==> config.mk <==
export PLATFORM = sky130hd
export DESIGN_NAME = tdm_demux4
export DESIGN_NICKNAME = d
export VERILOG_FILES = /design/src/rtl/tdm_demux4.sv
export SDC_FILE = /design/constraint.sdc
export NUM_CORES = 1
export LEC_CHECK = 0
export BUFFER_PORTS_ARGS = -buffer_cell sky130_fd_sc_hd__buf_2
export CAP_MARGIN = 20
export CORE_MARGIN = 10
export CORE_UTILIZATION = 40
export DETAILED_ROUTE_END_ITERATION = 8
export HOLD_SLACK_MARGIN = 0.06
export MAX_ROUTING_LAYER = met4
export PLACE_DENSITY = 0.72
export SLEW_MARGIN = 20
export SYNTH_ARGS = -nofsm -noshare
export SYNTH_HDL_FRONTEND = slang
export SYNTH_SLANG_ARGS = --single-unit
==> constraint.sdc <==
create_clock -name clk -period 2.14 [get_ports clk]
set_input_delay 0.214 -clock clk [delete_from_list [all_inputs] [get_ports clk]]
set_output_delay 0.214 -clock clk [all_outputs]
set_load 0.05 [all_outputs]
==> src/rtl/tdm_demux4.sv <==
// Receive-side 4-slot TDM demultiplexer with frame-alignment FSM, sync-error flag and good-frame counter.
// Define TDM_DEMUX_SHADOW_EN to stage slots 0..2 and publish whole frames only.
module tdm_demux4 #(
   parameter int DATA_W = 8,
   parameter int CNT_W  = 16
) (
   input  logic              clk,
   input  logic              rst_n,
   input  logic [DATA_W-1:0] din,
   input  logic              din_valid,
   input  logic              frame_sync,
   output logic [DATA_W-1:0] O0,
   output logic [DATA_W-1:0] O1,
   output logic [DATA_W-1:0] O2,
   output logic [DATA_W-1:0] O3,
   output logic              frame_valid,
   output logic              sync_err,
   output logic              locked,
   output logic [1:0]        slot,
   output logic [CNT_W-1:0]  frame_cnt
);

   typedef enum logic {HUNT = 1'b0, RUN = 1'b1} state_t;

   state_t             state_reg, state_next;
   logic [1:0]         slot_reg, slot_next;
   logic               frame_valid_reg, frame_valid_next;
   logic               sync_err_reg, sync_err_next;
   logic [CNT_W-1:0]   frame_cnt_reg, frame_cnt_next;
   logic [3:0]         slot_wr;
   logic [3:0]         ch_load;
   logic [DATA_W-1:0]  ch_next [4];
   logic [DATA_W-1:0]  ch_reg  [4];

   // Alignment FSM: decides which slot (if any) the accepted sample fills.
   always_comb begin
      state_next       = state_reg;
      slot_next        = slot_reg;
      frame_valid_next = 1'b0;
      sync_err_next    = 1'b0;
      frame_cnt_next   = frame_cnt_reg;
      slot_wr          = 4'b0000;
      if (din_valid) begin
         case (state_reg)
            HUNT: begin
               if (frame_sync) begin
                  slot_wr[0] = 1'b1;
                  slot_next  = 2'd1;
                  state_next = RUN;
               end
            end
            RUN: begin
               if (frame_sync) begin
                  // Early sync restarts the frame at this sample.
                  sync_err_next = (slot_reg != 2'd0);
                  slot_wr[0]    = 1'b1;
                  slot_next     = 2'd1;
               end else if (slot_reg == 2'd0) begin
                  sync_err_next = 1'b1;
                  slot_next     = 2'd0;
                  state_next    = HUNT;
               end else begin
                  slot_wr[slot_reg] = 1'b1;
                  slot_next         = slot_reg + 2'd1;
                  if (slot_reg == 2'd3) begin
                     frame_valid_next = 1'b1;
                     frame_cnt_next   = frame_cnt_reg + 1'b1;
                  end
               end
            end
            default: begin
               state_next = HUNT;
               slot_next  = 2'd0;
            end
         endcase
      end
   end

   always_ff @(posedge clk or negedge rst_n) begin
      if (!rst_n) begin
         state_reg       <= HUNT;
         slot_reg        <= 2'd0;
         frame_valid_reg <= 1'b0;
         sync_err_reg    <= 1'b0;
         frame_cnt_reg   <= '0;
      end else begin
         state_reg       <= state_next;
         slot_reg        <= slot_next;
         frame_valid_reg <= frame_valid_next;
         sync_err_reg    <= sync_err_next;
         frame_cnt_reg   <= frame_cnt_next;
      end
   end

`ifdef TDM_DEMUX_SHADOW_EN
   logic [DATA_W-1:0] stage_reg [3];

   always_ff @(posedge clk or negedge rst_n) begin
      if (!rst_n) begin
         for (int i = 0; i < 3; i++) stage_reg[i] <= '0;
      end else begin
         for (int i = 0; i < 3; i++)
            if (slot_wr[i]) stage_reg[i] <= din;
      end
   end

   // All four outputs publish together when the slot-3 sample lands.
   always_comb begin
      ch_load = {4{slot_wr[3]}};
      for (int i = 0; i < 3; i++) ch_next[i] = stage_reg[i];
      ch_next[3] = din;
   end
`else
   always_comb begin
      ch_load = slot_wr;
      for (int i = 0; i < 4; i++) ch_next[i] = din;
   end
`endif

   always_ff @(posedge clk or negedge rst_n) begin
      if (!rst_n) begin
         for (int i = 0; i < 4; i++) ch_reg[i] <= '0;
      end else begin
         for (int i = 0; i < 4; i++)
            if (ch_load[i]) ch_reg[i] <= ch_next[i];
      end
   end

   assign O0          = ch_reg[0];
   assign O1          = ch_reg[1];
   assign O2          = ch_reg[2];
   assign O3          = ch_reg[3];
   assign frame_valid = frame_valid_reg;
   assign sync_err    = sync_err_reg;
   assign locked      = (state_reg == RUN);
   assign slot        = slot_reg;
   assign frame_cnt   = frame_cnt_reg;

endmodule

# Word-level counts from Yosys, hierarchy flattened
# Cells that the tools add are included.
[totals] ff_bits=53 inputBits=12 elab_cells=48
[classes] addsub=2 n_lt_le_gt_ge=2 eq_ne=2 mux=25 n_bitwise=3 n_reduce_logical=5
[op_table] operator="adder 16 x 1 -> 16 bit (second input constant)" n=1
[op_table] operator="2-to-1 mux 1 bit" n=14
[op_table] operator="2-to-1 mux 4 bit" n=2
[op_table] operator="2-to-1 mux 2 bit" n=3
[op_table] operator="2-to-1 mux 3 bit" n=2
[op_table] operator="AND reduction 5 bit" n=1
[op_table] operator="one-hot mux 1 bit (2 select lines)" n=2
[op_table] operator="one-hot mux 2 bit (2 select lines)" n=1
[op_table] operator="less-than comparator 2 x 3 -> 1 bit (second input constant)" n=1
[op_table] operator="NOT 1 bit" n=3
[op_table] operator="adder 2 x 1 -> 2 bit (second input constant)" n=1
[op_table] operator="demux 1 bit (select 2 bit)" n=1
[op_table] operator="equality test 2 bit (second input constant)" n=1
[op_table] operator=">= comparator 2 x 1 -> 1 bit (second input constant)" n=1
[op_table] operator="logical NOT 2 bit" n=1
[op_table] operator="inequality test 2 bit (second input constant)" n=1
[op_table] operator="AND reduction 2 bit" n=1
[op_table] operator="nonzero test 2 bit" n=1
[op_table] operator="logical AND 1 bit" n=1

# Logic depth before layout (Yosys ltp)
# Gate-level depths: netlist of run 1.
[depth] word_depth=8 mapped_depth=8

# Worst setup path after synthesis of run 1
# OpenSTA, ideal clock, no wires.
[synth_timing] kind="register to register" start="register slot_reg[0], in the netlist slot[0]" end="register frame_cnt_reg[9], in the netlist frame_cnt[9]" setup_time_ps=143 t_arrival_ps=2018 required_ps=1997 setup_slack_ps=-21 path_stages_with_launch=9 period_less_slack_ps=2161 cell_sequence="dfrtp_1 inv_1 ha_1 inv_1 ha_1 nand4_4 nor3_4 and4_4 xor2_2"
[synth_via] elab_chain_len=3 elab_cells_between_ends=4 classes_between="1 x eq/ne; 1 x bitwise; 2 x reduce/logical"
[synth_rtl] element="start, declared" line="26" source="logic [1:0] slot_reg, slot_next;"
[synth_rtl] element="start signal, assigned" line="88" source="slot_reg <= slot_next;"
[synth_rtl] element="logical NOT 2 bit" line="58" source="end else if (slot_reg == 2'd0) begin"
[synth_rtl] element="NOT 1 bit (no source line)"
[synth_rtl] element="AND reduction 5 bit (no source line) *"
[synth_rtl] element="end signal, assigned" line="91" source="frame_cnt_reg <= frame_cnt_next;"
[synth_rtl] element="end, declared" line="29" source="logic [CNT_W-1:0] frame_cnt_reg, frame_cnt_next;"
# Mark *: on every way between the ends. The rest lies on a longest branch, timed or not.
# A chain may end at the register's enable or synchronous reset.

# Final worst setup path of run 1
[layout_timing] start="register slot_reg[1], in the netlist slot[1]" end="register frame_cnt_reg[9], in the netlist frame_cnt[9]"
# The elaborated chain is that of the path after synthesis.

==> reports/results.ini, run 1 <==
[outcome]
status=complete, no violations

[worst_setup_path]
regToRegStartpoint=slot[1]
crit_path_start_kind=flip-flop
critical_path_class=flip-flop to flip-flop
worstPathMaxFanout=5
reg2regPathDepth=8
slowest_stage=dfrtp_1
endpoint_kind=flip-flop
ff2ff_setup_slack_ns=0.22
required_ns=2.38
crit_chain=inv_1, ha_1, inv_1, ha_1, nand4_4, nor3_4, and4_4, xor2_2
max_stage_delay_ns=0.43
regToRegEndpoint=frame_cnt[9]
setup.worst_path.start=slot[1]
arrival_ns=2.16
crit_end=frame_cnt[9]

[sta]
skew_ns=0.00479
setup_ws_ns=0.217
setup-tns-final_ns=0
final.min_clock_period_ns=1.92
hold_viol_final=0
worstMarginPinSlew_ns=0.517
slew_headroom=0.656
fmax_ghz=0.520
slew_violations=0
post-route-period-util=0.899
setup_viol=0
grt_setup_unrepaired=false

[clocking]
cts_setup_buffers=0
numCtsBuffers=5
clk_pin_slew_ns=0.10
insertion_delay_ns=0.30
root_buffer=clkbuf_8
cts_tree=yes
cts_sinks=53
clk_path_buf_depth=2
cts-htree-levels=2
ctsResizeCount=0

[place]
port_buffers=64
hpwl_mm=3.67
pre_cts_slack_ns=0.215
place_congestion=0.789

[routing]
ant_nets=0
first_pass_iters=4
post-route-drc-count=0
routed_wl_mm=4.83
num_vias=1468
wl_per_cell_um=15.8
viasPerCell=4.80
drt_iter0_drc=46

[pwr]
p_per_area_nw_per_um2=1460
vdd_drop_max_mv=0.719
power.total_w=0.00407
p_leak_nw=1.42

[min_path]
whs_path_depth=2
worstHoldPathType=input pin to flip-flop

[global_routing]
grt_pass1_wl_mm=7.82
overflow=0
track_usage=0.114
grt_max_degree=34
grt_pass1_vias=1570
antenna_found_initial=0

[layout]
antenna_cells=0
layout-drive-gt1-share=0.496
final_net_count=253
area_delta_synth_final_pct=24.0
fillers=506
largest_reg_flops=16

[floorplanning]
initial_core_util=0.410
fp.dieArea_um2=9000
rows=27
ios=65
die_y_um=94.9
die_w_um=94.9
coreArea_um2=5470

[logic_synthesis]
synth-seq-cells=53
syn_area_um2=2240
yosysTopAreaCell=dfrtp_1
avgSynthCellArea_um2=13.8
synth_fp_nets=182
synth_ff_type=dfrtp_1
yosysWarnings=0
syn_inst=162
synth_top_area_share=0.592
synth-seq-area-share=0.592
yosys-top-cells-count=53 x dfrtp_1, 32 x mux2_2, 15 x nand2_1
synth_edf_count=0
ys_top_cells_by_area=dfrtp_1 59%, mux2_2 16%, ha_1 4.5%
ys_types=27
ys_async_sr_fraction=1.00
synth.most_common_cell=dfrtp_1

[flow_run]
max_cap_viol_count=0

-- what timing repair did --
action | CTS | global route
hold buffers | 1 | 0
endpoints found under the setup margin | 0 | 0
hold endpoints to repair | 20 | 0
-- cells in the final DEF (no fill, tap or decap), types with 2 or more instances in the layout --
master and count:
mux2_2 32, and3_1 2, clkbuf_8 5, nand2_1 15
nor3_4 2, dfrtp_1 52, a21oi_1 2, nor2_1 4
o21ai_0 2, nand4_1 2, nand2_2 3, inv_1 5
buf_2 64, xor2_1 3, ha_1 8, nand3_1 6
xnor2_1 11
-- metal layers --
layer	wire (µm)	global-route usage
met5	0	-
met4	60	0.0374
met3	266	0.0262
met2	2500	0.191
met1	2010	0.131
-- power breakdown --
| part | internal [W] | total, W | switching [W] |
|---|---|---|---|
| logic | 0.000488 | 0.00191 | 0.00142 |
| registers | 0.00130 | 0.00148 | 0.000185 |
| clock network | 0.000350 | 0.000683 | 0.000333 |
| total | 0.00213 | 0.00407 | 0.00194 |
-- through the flow --
step | hold WS [ns] | instances | cell area (µm²) | util
2_1_floorplan | -0.0816 | 162 | 2240 | -
3_3_place_gp | 0.211 | 297 | 2660 | 0.485
3_5_place_dp | 0.221 | 297 | 2660 | 0.485
6_report | 0.185 | 306 | 2780 | 0.508
5_1_grt | 0.174 | 306 | 2780 | 0.508
4_1_cts | 0.171 | 306 | 2780 | 0.508
-- layout make-up --
cell class | instances | area [µm²] | share of cell area
multi-input cells | 102 | 878 | 0.316
repair buffers | 66 | 350 | 0.126
clock inverters | 3 | 46.3 | 0.0167
flip-flops and latches | 53 | 1330 | 0.477
well taps | 72 | 90.1 | 0.0324
clock buffers | 5 | 68.8 | 0.0248
inverters | 5 | 18.8 | 0.00675
-- kinds of logic (layout without fill, tap and decap cells) --
group           after synthesis  in the layout  synth area share
flops                        53             53             0.592
compound gates                6              6            0.0156
buf+inv                       7             79            0.0167
fa+ha+maj                     8              8            0.0446
simple gates                 41             41             0.109
xor+xnor                     15             15            0.0619
mux                          32             32             0.161
-- worst min path at each step --
stage	slack, ns	to	startpoint
after floorplan	-0.08	O0[0]	rst_n
after global placement	0.21	slot[1]	rst_n
after detailed placement	0.22	slot[1]	rst_n
after CTS	0.17	O2[6]	din[6]
after global routing	0.17	O2[6]	din[6]
final	0.18	O2[6]	din[6]
-- critical path, delay by kind of cell (launching register included) --
family	cells	cell delay (ns)
XOR/XNOR	1	0.12
buffers and inverters	2	0.17
AND/OR/NAND/NOR	3	0.73
adder cells (fa/ha/maj)	2	0.41
flip-flops	1	0.43
Power figures use the tool's default switching activity.
==> inputs of run 2 (changes only) <==
--- a/config.mk
+++ b/config.mk
@@ -5,14 +5,16 @@
 export SDC_FILE = /design/constraint.sdc
 export NUM_CORES = 1
 export LEC_CHECK = 0
+export ABC_AREA = 0
 export BUFFER_PORTS_ARGS = -buffer_cell sky130_fd_sc_hd__buf_2
 export CAP_MARGIN = 20
 export CORE_MARGIN = 10
 export CORE_UTILIZATION = 40
 export DETAILED_ROUTE_END_ITERATION = 8
+export GPL_TIMING_DRIVEN = 0
 export HOLD_SLACK_MARGIN = 0.06
 export MAX_ROUTING_LAYER = met4
-export PLACE_DENSITY = 0.72
+export PLACE_DENSITY_LB_ADDON = 0.25
 export SLEW_MARGIN = 20
 export SYNTH_ARGS = -nofsm -noshare
 export SYNTH_HDL_FRONTEND = slang
==> run 2 against run 1 <==
Sequential power about the same. Core utilization is 0.14 points lower. Global-route usage is 0.23 points lower. Die area unchanged. Worst setup slack worse by 0.035 ns. Clock power fell by 2%. Clock skew up 0.0043 ns. Critical path depth is the same. Clock-buffer cell count grew 1. Critical path type unchanged.
==> reports/results.ini, run 2 (synthesis results as in run 1) <==
[outcome]
status=complete, no violations

[sta]
grt_setup_unrepaired=false
hold_viol_final=0
hold-worst-slack_ns=0.130
skew_ns=0.00910
slew_headroom=0.561
setup_viol=0
fmax_ghz=0.511
final.min_clock_period_ns=1.96
slew_violations=0
post-route-period-util=0.915
worstMarginPinSlew_ns=0.659
setup-tns-final_ns=0

[layout]
seqCellArea_um2=1330
mostFrequentLayoutCells=62 x buf_2, 52 x dfrtp_1, 32 x mux2_2, 15 x nand2_1, 11 x xnor2_1
fillers=496
layout-drive-gt1-share=0.491
largest_reg_flops=16
multi_input_area_um2=878
final_net_count=253
antenna_cells=0
area_delta_synth_final_pct=23.7
layout_commonest_cell=buf_2

[routing]
first_pass_iters=4
drt_iter0_drc=23
wl_per_cell_um=15.3
ant_nets=0
num_vias=1445
post-route-drc-count=0
routed_wl_mm=4.68
viasPerCell=4.72

[worst_setup_path]
regToRegStartpoint=slot[1]
required_ns=2.38
arrival_ns=2.19
endpoint_kind=flip-flop
setup.worst_path.start=slot[1]
crit_path_start_kind=flip-flop
critical_path_class=flip-flop to flip-flop
worstPathMaxFanout=5

[global_routing]
track_usage=0.112
grt_max_degree=54
grt_pass1_vias=1568
antenna_found_initial=0
overflow=0
grt_pass1_wl_mm=7.73

[floorplanning]
rows=27
ios=65
initial_core_util=0.410
die_y_um=94.9
die_w_um=94.9
coreArea_um2=5470
fp.dieArea_um2=9000

[clocking]
postCtsHoldBufs=1
root_buffer=clkbuf_8
clk_pin_slew_ns=0.09
cts-htree-levels=2
insertion_delay_ns=0.30
ctsResizeCount=0
clk_path_buf_depth=2
cts_setup_buffers=0
numCtsBuffers=5
cts_tree=yes
cts_sinks=53

[pwr]
vdd_drop_max_mv=0.715
p_per_area_nw_per_um2=1460
p_leak_nw=1.42

[min_path]
worstHoldPathType=input pin to flip-flop
hold_path.startpoint=din_valid

[place]
hpwl_mm=3.50
place_congestion=0.802
port_buffers=63

[flow_run]
max_cap_viol_count=0

==> run 2: changes by cell type in the layout (fill, tap and decap cells not counted) <==
cell | before | now
buf_12 | 1 | 0
buf_2 | 64 | 62
buf_4 | 0 | 2
buf_6 | 0 | 1
clkbuf_1 | 0 | 1
clkinvlp_4 | 1 | 0
==> run 2: per-layer routing <==
metal	share of wire	global-route usage
met5	0	-
met4	0.0094	0.0374
met3	0.070	0.0357
met2	0.48	0.178
met1	0.44	0.130
==> run 2: stage by stage <==
stage / cells / total power, W / utilization / setup slack (ns) / cell area [µm²]
detailed placement: 297 / 0.00344 / 0.484 / 0.169 / 2650
floorplan: 162 / 0.00295 / - / 0.00207 / 2240
finish: 306 / 0.00406 / 0.507 / 0.182 / 2770
CTS: 306 / 0.00412 / 0.507 / 0.148 / 2770
global placement: 297 / 0.00341 / 0.484 / 0.216 / 2650
global route: 306 / 0.00430 / 0.507 / 0.0482 / 2770
==> run 2: critical path: stages (launching register included) <==
cell and delay (ns):
dfrtp_1 0.43, inv_1 0.11, ha_1 0.21, inv_1 0.06
ha_1 0.20, nand4_4 0.18, nor3_4 0.30, and4_4 0.27
xor2_2 0.12
==> run 2: path summary, 6_finish.rpt <==
kind	depth (start not counted)	slack, ns	to
setup / recovery	8	0.18	frame_cnt[9]
hold / removal	2	0.13	slot[1]
setup reg to reg	8	0.18	frame_cnt[9]
hold reg to reg	1	0.47	frame_cnt[15]
max in group asynchronous	2	1.18	slot[0]
min in group asynchronous	2	0.47	O0[1]
==> run 2: layout make-up <==
class                      count  share of cell area
buffer                         2             0.00677
clock buffer                   6              0.0262
clock inverter                 2              0.0140
inverter                       5             0.00677
multi-input combinational    102               0.317
sequential                    53               0.479
tap                           72              0.0325
timing repair buffer          64               0.118
==> run 2: where the power goes <==
group | internal (W) | switching [W] | total (W)
Sequential | 0.00130 | 0.000172 | 0.00147
Combinational | 0.000493 | 0.00143 | 0.00192
Clock | 0.000351 | 0.000318 | 0.000670
Total | 0.00214 | 0.00192 | 0.00406
